[config.mk]
export PLATFORM = sky130hd
export DESIGN_NAME = lr_coeff_sequencer
export DESIGN_NICKNAME = d
export VERILOG_FILES = /design/src/rtl/lr_pkg.sv /design/src/rtl/lr_sample_counter.sv /design/src/rtl/lr_coeff_sequencer.sv
export SDC_FILE = /design/constraint.sdc
export NUM_CORES = 1
export LEC_CHECK = 0
export ABC_AREA = 1
export BUFFER_PORTS_ARGS = -buffer_cell sky130_fd_sc_hd__buf_2
export CORE_MARGIN = 4
export CORE_UTILIZATION = 51
export DETAILED_ROUTE_END_ITERATION = 8
export PLACE_DENSITY_LB_ADDON = 0.1
export SKIP_LAST_GASP = 1
export SYNTH_ARGS = -nofsm -noshare
export SYNTH_HDL_FRONTEND = slang
export SYNTH_SLANG_ARGS = --single-unit
[constraint.sdc]
create_clock -name clk_i -period 1.5 [get_ports clk_i]
set_input_delay 0.075 -clock clk_i [delete_from_list [all_inputs] [get_ports clk_i]]
set_output_delay 0.075 -clock clk_i [all_outputs]
set_load 0.02 [all_outputs]
[src/rtl/lr_pkg.sv]
// Shared types and defaults for the linear-regression coefficient control path.
package lr_pkg;

    localparam int LR_N_SAMPLES = 150;
    localparam int LR_ADDR_W    = 8;

    typedef enum logic [3:0] {
        S_IDLE,
        S_CLR,
        S_P1,
        S_P1_DRN,
        S_MEAN_X,
        S_MEAN_Y,
        S_P2,
        S_P2_DRN,
        S_SLOPE,
        S_ICPT,
        S_DONE
    } lr_state_e;

    typedef enum logic [1:0] {
        DIV_XMEAN = 2'd0,
        DIV_YMEAN = 2'd1,
        DIV_SLOPE = 2'd2
    } lr_div_sel_e;

    // States that own the shared divider.
    function automatic logic is_div_state(input lr_state_e s);
        return (s == S_MEAN_X) || (s == S_MEAN_Y) || (s == S_SLOPE);
    endfunction

endpackage

[src/rtl/lr_sample_counter.sv]
// Sample address counter shared by both passes; wraps to 0 after the last sample.
module lr_sample_counter #(
    parameter int N_SAMPLES = 150,
    parameter int ADDR_W    = 8
) (
    input  logic              clk_i,
    input  logic              rst_i,
    input  logic              clr_i,
    input  logic              inc_i,
    output logic [ADDR_W-1:0] cnt_o,
    output logic              last_o
);

    logic [ADDR_W-1:0] cnt_q, cnt_d;

    assign last_o = (cnt_q == ADDR_W'(N_SAMPLES - 1));
    assign cnt_o  = cnt_q;

    // Next count: clear wins, otherwise step and wrap at the last sample.
    always_comb begin
        cnt_d = cnt_q;
        if (clr_i) begin
            cnt_d = '0;
        end else if (inc_i) begin
            cnt_d = last_o ? '0 : cnt_q + 1'b1;
        end
    end

    // Counter register.
    always_ff @(posedge clk_i or posedge rst_i) begin
        if (rst_i) cnt_q <= '0;
        else       cnt_q <= cnt_d;
    end

endmodule

[src/rtl/lr_coeff_sequencer.sv]
// Control FSM for the regression datapath: two sample passes, three shared
// divides (x-mean, y-mean, slope) and the final intercept load.
module lr_coeff_sequencer
    import lr_pkg::*;
#(
    parameter int N_SAMPLES = LR_N_SAMPLES,
    parameter int ADDR_W    = LR_ADDR_W
) (
    input  logic              clk_i,
    input  logic              rst_i,
    input  logic              en_i,
    output logic [ADDR_W-1:0] addr_o,
    output logic              mem_rd_o,
    output logic              acc_clr_o,
    output logic              acc1_en_o,
    output logic              acc2_en_o,
    output logic              div_start_o,
    output logic [1:0]        div_sel_o,
    input  logic              div_done_i,
    output logic              xm_ld_o,
    output logic              ym_ld_o,
    output logic              b1_ld_o,
    output logic              b0_ld_o,
    output logic              busy_o,
    output logic              coeff_done_o
);

    lr_state_e state_q, state_d;
    logic      first_q, first_d;   // first cycle of the current state
    logic      acc1_q, acc2_q;     // read strobe delayed to match memory latency
    logic      cnt_clr, cnt_inc, cnt_last;
    logic      div_ack;

    lr_sample_counter #(
        .N_SAMPLES (N_SAMPLES),
        .ADDR_W    (ADDR_W)
    ) u_cnt (
        .clk_i  (clk_i),
        .rst_i  (rst_i),
        .clr_i  (cnt_clr),
        .inc_i  (cnt_inc),
        .cnt_o  (addr_o),
        .last_o (cnt_last)
    );

    // A done pulse only counts after the launch cycle of a divide state.
    assign div_ack = is_div_state(state_q) && !first_q && div_done_i;
    assign first_d = (state_d != state_q);

    // Next-state logic and counter control.
    always_comb begin
        state_d = state_q;
        cnt_clr = 1'b0;
        cnt_inc = 1'b0;
        case (state_q)
            S_IDLE:   if (en_i) state_d = S_CLR;
            S_CLR: begin
                cnt_clr = 1'b1;
                state_d = S_P1;
            end
            S_P1: begin
                cnt_inc = 1'b1;
                if (cnt_last) state_d = S_P1_DRN;
            end
            S_P1_DRN: state_d = S_MEAN_X;
            S_MEAN_X: if (div_ack) state_d = S_MEAN_Y;
            S_MEAN_Y: if (div_ack) state_d = S_P2;
            S_P2: begin
                cnt_inc = 1'b1;
                if (cnt_last) state_d = S_P2_DRN;
            end
            S_P2_DRN: state_d = S_SLOPE;
            S_SLOPE:  if (div_ack) state_d = S_ICPT;
            S_ICPT:   state_d = S_DONE;
            S_DONE:   if (en_i) state_d = S_CLR;
            default:  state_d = S_IDLE;
        endcase
    end

    // Output decode from registered state; loads qualify on the divider ack.
    always_comb begin
        mem_rd_o     = (state_q == S_P1) || (state_q == S_P2);
        acc_clr_o    = (state_q == S_CLR);
        div_start_o  = is_div_state(state_q) && first_q;
        xm_ld_o      = (state_q == S_MEAN_X) && div_ack;
        ym_ld_o      = (state_q == S_MEAN_Y) && div_ack;
        b1_ld_o      = (state_q == S_SLOPE)  && div_ack;
        b0_ld_o      = (state_q == S_ICPT);
        busy_o       = (state_q != S_IDLE) && (state_q != S_DONE);
        coeff_done_o = (state_q == S_DONE);
        case (state_q)
            S_MEAN_Y: div_sel_o = DIV_YMEAN;
            S_SLOPE:  div_sel_o = DIV_SLOPE;
            default:  div_sel_o = DIV_XMEAN;
        endcase
    end

    assign acc1_en_o = acc1_q;
    assign acc2_en_o = acc2_q;

    // State, first-cycle flag and accumulate-enable delay registers.
    always_ff @(posedge clk_i or posedge rst_i) begin
        if (rst_i) begin
            state_q <= S_IDLE;
            first_q <= 1'b0;
            acc1_q  <= 1'b0;
            acc2_q  <= 1'b0;
        end else begin
            state_q <= state_d;
            first_q <= first_d;
            acc1_q  <= (state_q == S_P1);
            acc2_q  <= (state_q == S_P2);
        end
    end

endmodule

# Word level (Yosys, flattened, before mapping)

Index checks and enable logic that the tools add are counted.

Add/sub/neg operators: 1
Eq/ne operators: 13
Muxes and demuxes: 13
Reductions and logical operators: 16

Operators by type and width:

| kind                  | count |
|---|---|
| $pmux W4 S10          | 1 |
| $mux W4               | 6 |
| $mux W8               | 3 |
| $eq A4 B3 Y1 const B  | 4 |
| $eq A4 B4 Y1 const B  | 3 |
| $add A8 B1 Y8 const B | 1 |
| $eq A4 B2 Y1 const B  | 2 |
| $eq A8 B8 Y1 const B  | 1 |
| $logic_and A1 B1 Y1   | 7 |
| $eq A4 B1 Y1 const B  | 1 |
| $logic_not A4 Y1      | 1 |
| $ne A4 B4 Y1          | 1 |
| $ne A4 B4 Y1 const B  | 1 |
| $pmux W2 S2           | 1 |
| $reduce_bool A4 Y1    | 1 |
| $reduce_or A2 Y1      | 2 |
| $logic_or A1 B1 Y1    | 3 |
| $mux W1               | 2 |
| $reduce_bool A2 Y1    | 1 |
| $logic_not A1 Y1      | 1 |

Register bits: 15
Input bits: 4
Word-level logic and storage cells: 48

# Longest topological paths before layout

Gate-level depths: netlist of run 1.

Depth in word-level cells: 8
Mapped depth: 11
Gate-level depth less buffers: 10

# Modules after synthesis

From an unflattened synthesis of run 1, not the netlist that was laid out.

Cell total of the unflattened synthesis: 157
Area total of the unflattened synthesis: 1104.8 um^2

Modules (own cells, without submodules):

| module             | times used | cells an instance | area an instance (um^2) |
|---|---|---|---|
| lr_sample_counter  | 1          | 77                | 555.5 |
| lr_coeff_sequencer | 1          | 80                | 549.3 |

# Worst setup path before layout of run 1

OpenSTA, ideal clock, no wires.

Path type: register to register
From: reg state_q[0]
To: reg first_q
Setup time: 65 ps
Arrival time: 1253 ps
Data required time: 1435 ps
Slack: 182 ps
Cell stages (with the launch flop): 10
Buffers on the path: 0
Period minus slack after synthesis: 1318 ps
Cell sequence: dfrtp_1 > inv_1 > nand2_1 > nor2_2 > nand3_1 > nand2_1 > nor2_1 > nand2_1 > nand2_1 > nand2_1

Longest elaborated chain between the ends: 8
Elaborated cells on any way between the ends: 24

Ends and longest elaborated chain:

| element                           | line                                                                         | RTL |
|---|---|---|
| from (decl)                       | lr_coeff_sequencer.sv:28                                                     | `lr_state_e state_q, state_d;` |
| from (signal assigned)            | lr_coeff_sequencer.sv:109                                                    | `state_q <= state_d;` |
| $eq A4 B3 Y1                      | lr_pkg.sv:29, lr_coeff_sequencer.sv:55                                       |  |
| $logic_or A1 B1 Y1 (2 in series)  | lr_pkg.sv:29                                                                 | `return (s == S_MEAN_X) \|\| (s == S_MEAN_Y) \|\| (s == S_SLOPE);` |
| $logic_and A1 B1 Y1 (2 in series) | lr_coeff_sequencer.sv:47                                                     | `assign div_ack = is_div_state(state_q) && !first_q && div_done_i;` |
| $mux W4 (on tied branches)        | lr_coeff_sequencer.sv:73, lr_coeff_sequencer.sv:66, lr_coeff_sequencer.sv:67 |  |
| $pmux W4 S10                      | lr_coeff_sequencer.sv:55                                                     | `case (state_q)` |
| $ne A4 B4 Y1 (*)                  | lr_coeff_sequencer.sv:48                                                     | `assign first_d = (state_d != state_q);` |
| named net first_d                 | lr_coeff_sequencer.sv:29                                                     | `logic first_q, first_d;` |
| to (signal assigned)              | lr_coeff_sequencer.sv:110                                                    | `first_q <= first_d;` |
| to (decl)                         | lr_coeff_sequencer.sv:29                                                     |  |

The timed path passes the listed nets; every way through them passes the cells marked *.
A chain may end at the register's enable or synchronous reset.

# Final worst setup path of run 1

From: reg state_q[1]
To: out div_start_o

Longest elaborated chain between the ends: 4
Elaborated cells on any way between the ends: 6

Ends and longest elaborated chain:

| element                 | line                     | RTL |
|---|---|---|
| $eq A4 B3 Y1            | lr_pkg.sv:29             |  |
| $logic_or A1 B1 Y1      | lr_pkg.sv:29             |  |
| $logic_or A1 B1 Y1 (*)  | lr_pkg.sv:29             |  |
| $logic_and A1 B1 Y1 (*) | lr_coeff_sequencer.sv:84 | `div_start_o = is_div_state(state_q) && first_q;` |
| to (decl)               | lr_coeff_sequencer.sv:17 | `output logic div_start_o,` |

Every way passes the cells marked *; elsewhere a longest branch is shown, timed or not.

==> metrics.yaml, run 1 <==
clock_network:
  clk_latency_ps: 290
  htreeDepth: 1
  cts_inserted_buffers: 3
  path_clk_slew_ps: 100
  cts_tree: "yes"
  cts_max_path_buffers: 2
  post_cts_buffers: 0
  clock-root-buffer: "clkbuf_4"
  cts_sinks: 15
synthesis:
  syn-num-nets: 146
  synth_area_leaders: "dfrtp_1 38%, nand2_1 11%, nand3_1 10%, inv_1 10%, nor2_1 6.1%"
  avgSynthCellArea_um2: 6.998
  yosysTopAreaCell: "dfrtp_1"
  ys_warn_count: 0
  synth_area_um2: 979.7
  yosysUniqueCellTypes: 24
  seq_area_frac_synth_pct: 38.31
  ys_ff_latch: 15
  syn_inst: 140
  synth_top_area_share_pct: 38.31
global_route:
  grt_overflow: 0
  grt_pass1_vias: 964
  grt_max_degree: 16
  grt_pass1_wl_um: 4126
  track_usage_pct: 20.33
  antenna_found_initial: 0
routing:
  dr_wl_met3_um: 150
  wl_per_cell_um: 12.46
  first_iter_violations: 35
  drc: 0
  wl_met1_um: 1139
  dr_wl_met2_um: 1082
  wirelength_um: 2392
  routed_via_density: 5.042
  vias: 968
  antenna_left: 0
  drt-pass1-iter-count: 4
  highest_layer: "met4"
die:
  initial_core_util_pct: 55.53
  chipWidth_um: 51.83
  die_y_um: 51.83
  coreArea_um2: 1764
  io_pins: 25
  rows: 15
  die-area_um2: 2686
worst_setup_path:
  cp_max_fo: 7
  path_cells: "nor2_2 -> nand2_1 -> a21oi_1 -> buf_2"
  crit_type: "reg2out"
  endpoint_kind: "output port"
  critPathArrivalTime_ps: 1380
  cpPeakStageDelay_ps: 490
  startpoint_type: "register"
  worstPathRequired_ps: 1420
  slowest_stage: "dfrtp_2"
power:
  leakagePower_nw: 0.7153
  power_mw: 2.216
  power_density_nw_per_um2: 1896
  vdd_drop_max_mv: 0.9297
cells_and_area:
  post-route-util_pct: 66.24
  layout-drive-gt1-share_pct: 27.54
  fillers: 181
  antenna_cells: 0
  area_delta_synth_final_pct: 19.28
  num-nets-final: 174
  multiInputGateArea_um2: 486.7
  final_area_um2: 1169
  ff_latch_area_um2: 380.4
  fin_cells: 192
placed_design:
  dp.cells: 187
  gp_congestion: 0.8444
  pre_cts_ws_ps: 101.0
  dp_hpwl_um: 1800
  port_buffers: 24
  placed_area_um2: 1109
sta:
  finalSetupTns_ps: 0
  hold_viol_final: 0
  min_period_over_period_pct: 97.00
  rsz0062_at_grt: "true"
  period_minus_slack_ps: 1455
  whs_ps: 138.1
  setup_slack_ps: 44.93
  max_freq_mhz: 687.3
  tightest_slew_ps: 577.6
  skew_ps: 7.858
  setup_violations: 0
  slew_viol_final: 0
  max_slew_margin_pct: 61.45
job:
  drv_cap: 0
min_path:
  hold_class: "in2reg"
status:
  outcome: "completed"
-- worst paths after layout --
check                      cells past startpoint             end           start  slack, ps
max                                            4     div_start_o      state_q[1]         40
min                                            4      state_q[3]            en_i        140
max reg2reg                                    7  u_cnt.cnt_o[7]  u_cnt.cnt_o[1]        100
min reg2reg                                    1       acc1_en_o      state_q[2]        570
max in group asynchronous                      3      state_q[0]           rst_i        700
min in group asynchronous                      3       acc2_en_o           rst_i        380
-- timing repair --
action / CTS / global route
hold buffers: 1 / 0
endpoints found under the hold margin: 15 / 0
setup endpoints to repair: 3 / 16
resized for setup: 3 / 7
-- layer usage --
metal / vias up / track usage, %
li1: 495 / -
met1: 434 / 27.03
met2: 35 / 33.89
met3: 4 / 2.579
met4: 0 / 6.550
met5: - / 0
-- flip-flops by register name, summed over array words and instances (netlist names) --
name         flops
acc1_en_o        1
state_q          4
acc2_en_o        1
first_q          1
u_cnt.cnt_o      8
-- kinds of logic (layout without fill, tap and decap cells) --
| logic type | count (synthesis) | in the layout | synth area share [%] |
|---|---|---|---|
| flip-flops | 15 | 15 | 38.31 |
| adder cells (fa/ha/maj) | 2 | 2 | 2.554 |
| AND/OR/NAND/NOR | 75 | 75 | 35.12 |
| AO/OA/AOI/OAI | 15 | 15 | 8.301 |
| multiplexers | 1 | 1 | 1.022 |
| XOR/XNOR | 1 | 1 | 0.8942 |
| buffers and inverters | 31 | 58 | 13.79 |
-- final cells by class --
cell class,instances,area share [%]
multi-input cells,94,41.65
clock buffers,3,1.927
flip-flops and latches,15,32.55
inverters,28,8.994
well taps,25,2.677
repair buffers,26,11.78
clock inverters,1,0.4283
-- worst max-delay path: cells and delay by family (launching register included) --
| family | cells | cell delay [ps] |
|---|---|---|
| compound gates | 1 | 130 |
| flops | 1 | 490 |
| simple gates | 2 | 300 |
| buf+inv | 1 | 180 |
-- power by group --
group | internal, mW | leakage (nW) | switching, mW | total (mW)
clock network | 0.0989 | 0.0177 | 0.139 | 0.238
registers | 0.545 | 0.191 | 0.187 | 0.732
logic | 0.404 | 0.506 | 0.842 | 1.25
-- cells in the final DEF, fill, tap and decap left out --
cell type	count
buf_4	1
nand3b_1	1
dlygate4sd3_1	1
dfrtp_2	4
inv_1	25
o21ai_1	1
nand2_4	1
nand2_1	29
clkbuf_4	3
nor2_2	4
dfrtp_1	11
nand3_1	19
nand2_2	1
nand4_1	1
nor2_4	2
nor3_1	2
ha_1	2
a21oi_1	8
o22ai_1	3
clkinv_2	1
o21ai_0	1
nand3_2	2
inv_2	3
buf_2	24
nor2_1	13
xor2_1	1
a31oi_1	2
mux2i_1	1
-- cell usage after synthesis, drive strengths merged --
cell type / instances
nand3b: 1
dfrtp: 15
a31oi: 2
ha: 2
buf: 3
nor2: 19
nand3: 21
inv: 28
nand4: 1
o22ai: 3
nor3: 2
xor2: 1
o21ai: 2
nand2: 31
mux2i: 1
a21oi: 8
No activity file was read; power rests on OpenSTA's default activity.
==> run 2, diff against run 1 <==
--- a/config.mk
+++ b/config.mk
@@ -5,10 +5,9 @@
 export SDC_FILE = /design/constraint.sdc
 export NUM_CORES = 1
 export LEC_CHECK = 0
-export ABC_AREA = 1
 export BUFFER_PORTS_ARGS = -buffer_cell sky130_fd_sc_hd__buf_2
 export CORE_MARGIN = 4
-export CORE_UTILIZATION = 51
+export CORE_UTILIZATION = 50
 export DETAILED_ROUTE_END_ITERATION = 8
 export PLACE_DENSITY_LB_ADDON = 0.1
 export SKIP_LAST_GASP = 1
==> metrics.yaml, run 2 <==
clock_network:
  cts_tree: "yes"
  cts_inserted_buffers: 3  # unchanged
  path_clk_slew_ps: 90  # about the same
  htreeDepth: 1  # unchanged
  cts_max_path_buffers: 2  # unchanged
  clock-root-buffer: "clkbuf_4"
  clk_latency_ps: 290  # about the same
  cts_sinks: 15  # unchanged
sta:
  slew_viol_final: 0  # unchanged
  hold_viol_final: 0  # unchanged
  max_freq_mhz: 659.6  # -4.0%
  period_minus_slack_ps: 1516  # +61.07 ps
  setup_slack_ps: -16.14  # -61.07 ps
  setup_violations: 4  # +4
  max_slew_margin_pct: 63.04  # +1.6 points
  finalSetupTns_ps: -53.31  # -53.31 ps
  tightest_slew_ps: 553.7  # -23.85 ps
  skew_ps: 5.549  # -2.308 ps
  min_period_over_period_pct: 101.1  # +4.1 points
  rsz0062_at_grt: "true"
global_route:
  met2_usage_pct: 28.97  # -4.9 points
  grt_max_degree: 16  # unchanged
  grt_pass1_vias: 819  # -15%
  grt_busiest_layer: "met2"
  grt_overflow: 0  # unchanged
  antenna_found_initial: 0  # unchanged
  grt_pass1_wl_um: 3712  # -10%
  track_usage_pct: 19.28  # -1.0 points
  grt_use_met3_pct: 4.373  # +1.8 points
  use_met1_pct: 28.20  # +1.2 points
power:
  vdd_drop_max_mv: 1.511  # +63%
  leakagePower_nw: 0.6876  # -3.9%
  power_density_nw_per_um2: 2041  # +7.7%
  power_mw: 2.940  # +33%
routing:
  first_iter_violations: 49  # +40%
  drc: 0  # unchanged
  routed_via_density: 5.669  # +12%
  drt-pass1-iter-count: 5  # +1
  antenna_left: 0  # unchanged
  wirelength_um: 2877  # +20%
  vias: 1009  # +4.2%
  wl_per_cell_um: 16.16  # +30%
worst_setup_path:
  cp_max_fo: 6  # -1
  startpoint_type: "register"
  worstPathRequired_ps: 1690  # +270 ps
  endpoint_kind: "register"
  slowest_stage: "dfrtp_2"
  critPathArrivalTime_ps: 1700  # +320 ps
  crit_type: "reg2reg"
  crit_path_end: "u_cnt.cnt_o[2]"
  path_cells: "buf_6 -> nor4b_4 -> o21bai_4 -> o21ai_1 -> a22o_1"
  cpPeakStageDelay_ps: 470  # -20 ps
  ff2ff_setup_slack_ps: -20  # -120 ps
  crit_start: "state_q[3]"
  r2r_end: "u_cnt.cnt_o[2]"
  reg2regPathDepth: 5  # -2
  worstReg2RegStart: "state_q[3]"
synthesis:
  yosysUniqueCellTypes: 42  # +75%
  synth_most_common_cell: "dfrtp_1"
  syn-num-nets: 108  # -26%
  synth_area_um2: 922.1  # -5.9%
  avgSynthCellArea_um2: 9.041  # +29%
  syn_inst: 102  # -27%
  synth-edff-count: 0  # unchanged
  synthTopCellsByCount: "15 x dfrtp_1, 11 x nor2_1, 9 x nand2_1, 5 x nand2b_1, 5 x nand3_1"
  synth_top_area_share_pct: 40.71  # +2.4 points
  synthArstFlopShare_pct: 100.0  # unchanged
  synth_area_leaders: "dfrtp_1 41%, nor2_1 4.5%, nand2_1 3.7%, nand2b_1 3.4%, ha_1 2.7%"
  ys_warn_count: 0  # unchanged
  seq_area_frac_synth_pct: 40.71  # +2.4 points
  synth-main-ff-cell: "dfrtp_1"
  ys_ff_latch: 15  # unchanged
  yosysTopAreaCell: "dfrtp_1"
status:
  outcome: "finished, violations left"
  violations: "negative setup slack"
cells_and_area:
  layout-drive-gt1-share_pct: 51.63  # +24 points
  antenna_cells: 0  # unchanged
  num-nets-final: 160  # -8.0%
  largest_register_ffs: 8  # unchanged
  most-common-layout-cells: "31 x buf_4, 17 x buf_2, 11 x dfrtp_1"
  final_common_cell: "buf_4"
  area_delta_synth_final_pct: 56.17
placed_design:
  gp_congestion: 0.8953  # +6.0%
  pre_cts_ws_ps: 35.70  # -65.32 ps
  port_buffers: 24  # unchanged
  dp_hpwl_um: 1697  # -5.7%
die:
  die-area_um2: 2595  # -3.4%
  chipWidth_um: 50.95  # -1.7%
  rows: 15  # unchanged
  initial_core_util_pct: 52.83  # -2.7 points
  die_y_um: 50.95  # -1.7%
  coreArea_um2: 1745  # -1.1%
  io_pins: 25  # unchanged
min_path:
  min_path_cells: 3  # -1
  hold_class: "in2reg"
job:
  drv_cap: 0  # unchanged
-- run 2: repair_timing --
action,in CTS,in global routing
hold buffers,1,0
buffers inserted,4,10
resized for setup,7,27
hold endpoints to repair,15,0
pin swaps,0,6
setup endpoints to repair,9,17
-- run 2: metrics by stage --
| stage | cells | area [µm²] | hold WS (ps) | utilization (%) |
|---|---|---|---|---|
| after detailed placement | 160 | 1171 | 159.2 | 67.10 |
| final | 178 | 1440 | 120.3 | 82.51 |
| after CTS | 168 | 1259 | 110.8 | 72.11 |
| after global placement | 160 | 1171 | 145.5 | 67.10 |
| after global routing | 178 | 1440 | 125.3 | 82.51 |
| after floorplan | 102 | 947.2 | -23.52 | - |
-- run 2: worst min-delay path by stage --
stage               startpoint          to  slack [ps]
floorplan                rst_i   acc1_en_o         -20
global placement         rst_i   acc1_en_o         150
detailed placement       rst_i   acc1_en_o         160
CTS                       en_i  state_q[3]         110
global route              en_i  state_q[3]         130
finish                    en_i  state_q[3]         120
-- run 2: report_power, final --
| group | internal, mW | total [mW] | leakage [nW] | switching [mW] |
|---|---|---|---|---|
| Sequential | 0.546 | 0.732 | 0.192 | 0.185 |
| Combinational | 0.962 | 1.97 | 0.480 | 1.01 |
| Clock | 0.103 | 0.236 | 0.0150 | 0.133 |
| Total | 1.61 | 2.94 | 0.688 | 1.33 |
-- run 2: cell type report --
class / count / area, µm²
Multi-Input combinational cell: 79 / 621.8
Sequential cell: 15 / 380.4
Timing Repair Buffer: 53 / 372.9
Fill cell: 112 / 305.3
Tap cell: 25 / 31.28
Clock buffer: 4 / 26.28
Inverter: 2 / 7.507
-- run 2: critical path, delay by kind of cell (launching register included) --
kind,cells,cell delay (ps)
compound gates,3,480
buf+inv,1,140
flops,1,470
simple gates,1,320
-- run 2: kinds of logic (layout without fill, tap and decap cells) --
family          count (synthesis)  in the layout  share of synthesized area (%)
compound gates                 24             24                          18.32
xor+xnor                        2              2                          1.900
fa+ha+maj                       2              2                          2.713
buf+inv                         8             59                          4.071
flops                          15             15                          40.71
mux                             1              1                          1.086
simple gates                   50             50                          31.21
-- run 2: routing by layer --
metal	routed length [µm]	part of all wire (%)
met5	0	0
met4	46	1.6
met3	197	6.8
met2	1410	49
met1	1223	43
==> run 3, diff against run 2 <==
--- a/config.mk
+++ b/config.mk
@@ -7,7 +7,7 @@
 export LEC_CHECK = 0
 export BUFFER_PORTS_ARGS = -buffer_cell sky130_fd_sc_hd__buf_2
 export CORE_MARGIN = 4
-export CORE_UTILIZATION = 50
+export CORE_UTILIZATION = 25
 export DETAILED_ROUTE_END_ITERATION = 8
 export PLACE_DENSITY_LB_ADDON = 0.1
 export SKIP_LAST_GASP = 1
==> metrics.yaml, run 3 (synthesis results as in run 2) <==
sta:
  setup_slack_ps: -12.36  # +3.777 ps
  whs_ps: 161.0  # +40.67 ps
  period_minus_slack_ps: 1512  # -3.777 ps
  rsz0062_at_grt: "true"
  tightest_slew_ps: 597.5  # +43.78 ps
  max_slew_margin_pct: 60.12  # -2.9 points
  max_freq_mhz: 661.2  # +0.25%
  slew_viol_final: 0  # unchanged
  finalSetupTns_ps: -12.36  # +40.95 ps
  setup_violations: 1  # -3
  skew_ps: 3.691  # -1.858 ps
  hold_viol_final: 0  # unchanged
  min_period_over_period_pct: 100.8  # -0.25 points
worst_setup_path:
  startpoint_type: "register"
  endpoint_kind: "register"
  cp_max_fo: 4  # -2
  worstPathRequired_ps: 1640  # -50 ps
  critPathArrivalTime_ps: 1650  # -50 ps
  crit_type: "reg2reg"
clock_network:
  clock-root-buffer: "clkbuf_8"
  clk_latency_ps: 240  # -50 ps
  cts_inserted_buffers: 3  # unchanged
  htreeDepth: 1  # unchanged
  cts_sinks: 15  # unchanged
  path_clk_slew_ps: 60  # -30 ps
  cts_tree: "yes"
  cts_max_path_buffers: 2  # unchanged
die:
  rows: 21  # +6
  initial_core_util_pct: 26.79  # -26 points
  die-area_um2: 4725  # +82%
  die_y_um: 68.74  # +35%
  chipWidth_um: 68.74  # +35%
  io_pins: 25  # unchanged
  coreArea_um2: 3442  # +97%
global_route:
  grt_pass1_vias: 909  # +11%
  grt_max_degree: 16  # unchanged
  grt_overflow: 0  # unchanged
  track_usage_pct: 11.73  # -7.6 points
  grt_pass1_wl_um: 4133  # +11%
  antenna_found_initial: 0  # unchanged
routing:
  vias: 928  # -8.0%
  drc: 0  # unchanged
  antenna_left: 0  # unchanged
  wl_per_cell_um: 13.21  # -18%
  routed_via_density: 4.687  # -17%
  first_iter_violations: 47  # -4.1%
  drt-pass1-iter-count: 4  # -1
  wirelength_um: 2616  # -9.1%
power:
  power.net_switching_mw: 1.235  # -7.0%
  switching_share_pct: 42.46  # -2.7 points
  power_frac_comb_pct: 66.2  # -0.9 points
  leakagePower_nw: 0.6877  # about the same
  p_seq_share_pct: 22.6  # -2.3 points
  power.internal_mw: 1.674  # +3.9%
  clock_power_share_pct: 11.2  # +3.2 points
  power_density_nw_per_um2: 2004  # -1.8%
  vdd_drop_max_mv: 0.7432  # -51%
cells_and_area:
  post-route-util_pct: 42.17  # -40 points
  final_area_um2: 1451  # +0.78%
  layout-drive-gt1-share_pct: 48.03  # -3.6 points
  antenna_cells: 0  # unchanged
  final_common_cell: "buf_4"
  area_delta_synth_final_pct: 57.39
  most-common-layout-cells: "24 x buf_4, 22 x buf_2, 13 x dfrtp_1"
  num-nets-final: 159  # -0.63%
  fillers: 357  # +220%
  largest_register_ffs: 8  # unchanged
status:
  outcome: "finished, violations left"
  violations: "negative setup slack"
placed_design:
  gp_congestion: 0.7777  # -13%
  dp_hpwl_um: 1882  # +11%
  placed_area_um2: 1205  # +2.9%
  pre_cts_ws_ps: -11.38  # -47.07 ps
  port_buffers: 24  # unchanged
min_path:
  hold_class: "in2reg"
job:
  drv_cap: 0  # unchanged
[run 3: routing by layer]
layer / vias to the layer above / global-route usage (%) / wire length, µm
met5: - / 0 / 0
met4: 0 / 4.866 / 0
met3: 0 / 2.107 / 112
met2: 21 / 21.10 / 1372
met1: 440 / 13.54 / 1131
li1: 467 / - / -
[run 3: power by group through the flow]
stage	registers [mW]	logic (mW)	clock network, mW
3_3_place_gp	0.659	1.51	0
2_1_floorplan	0.751	0.886	0
6_report	0.657	1.93	0.327
5_1_grt	0.676	2.09	0.362
4_1_cts	0.635	1.70	0.337
3_5_place_dp	0.661	1.51	0
[run 3: per-stage QoR]
stage | instances | total power [mW]
2_1_floorplan | 102 | 1.637
3_3_place_gp | 182 | 2.174
3_5_place_dp | 182 | 2.166
4_1_cts | 192 | 2.670
5_1_grt | 198 | 3.127
6_report | 198 | 2.909
[run 3: path summary, 6_finish.rpt]
| kind | startpoint | endpoint | slack [ps] | depth (start not counted) |
|---|---|---|---|---|
| min in group asynchronous | rst_i | u_cnt.cnt_o[2] | 440 | 3 |
| setup reg to reg | u_cnt.cnt_o[0] | first_q | -10 | 6 |
| hold reg to reg | u_cnt.cnt_o[0] | u_cnt.cnt_o[0] | 560 | 1 |
| hold / removal | en_i | state_q[3] | 160 | 3 |
| max in group asynchronous | rst_i | state_q[3] | 640 | 3 |
| setup / recovery | u_cnt.cnt_o[0] | first_q | -10 | 6 |
[run 3: worst max-delay path, cell delays in order, from the launching register on]
cell and delay [ps]:
dfrtp_1 430, ha_4 180, nand4b_1 190, buf_4 170, nor2_4 30, a32o_2 220, a31o_1 180
[run 3: cell type report]
class	count	area, µm²	share of cell area (%)
Sequential cell	15	377.9	26.03
Inverter	2	7.507	0.5172
Multi-Input combinational cell	79	598.1	41.21
Timing Repair Buffer	52	365.4	25.17
Clock buffer	4	45.04	3.103
Tap cell	46	57.56	3.966
[run 3: repair_timing]
item / in CTS / in global routing
setup endpoints to repair: 9 / 16
cloned: 0 / 1
hold buffers: 1 / 0
resized for setup: 5 / 20
pin swaps: 1 / 8
hold endpoints to repair: 15 / 0
buffers inserted: 5 / 5
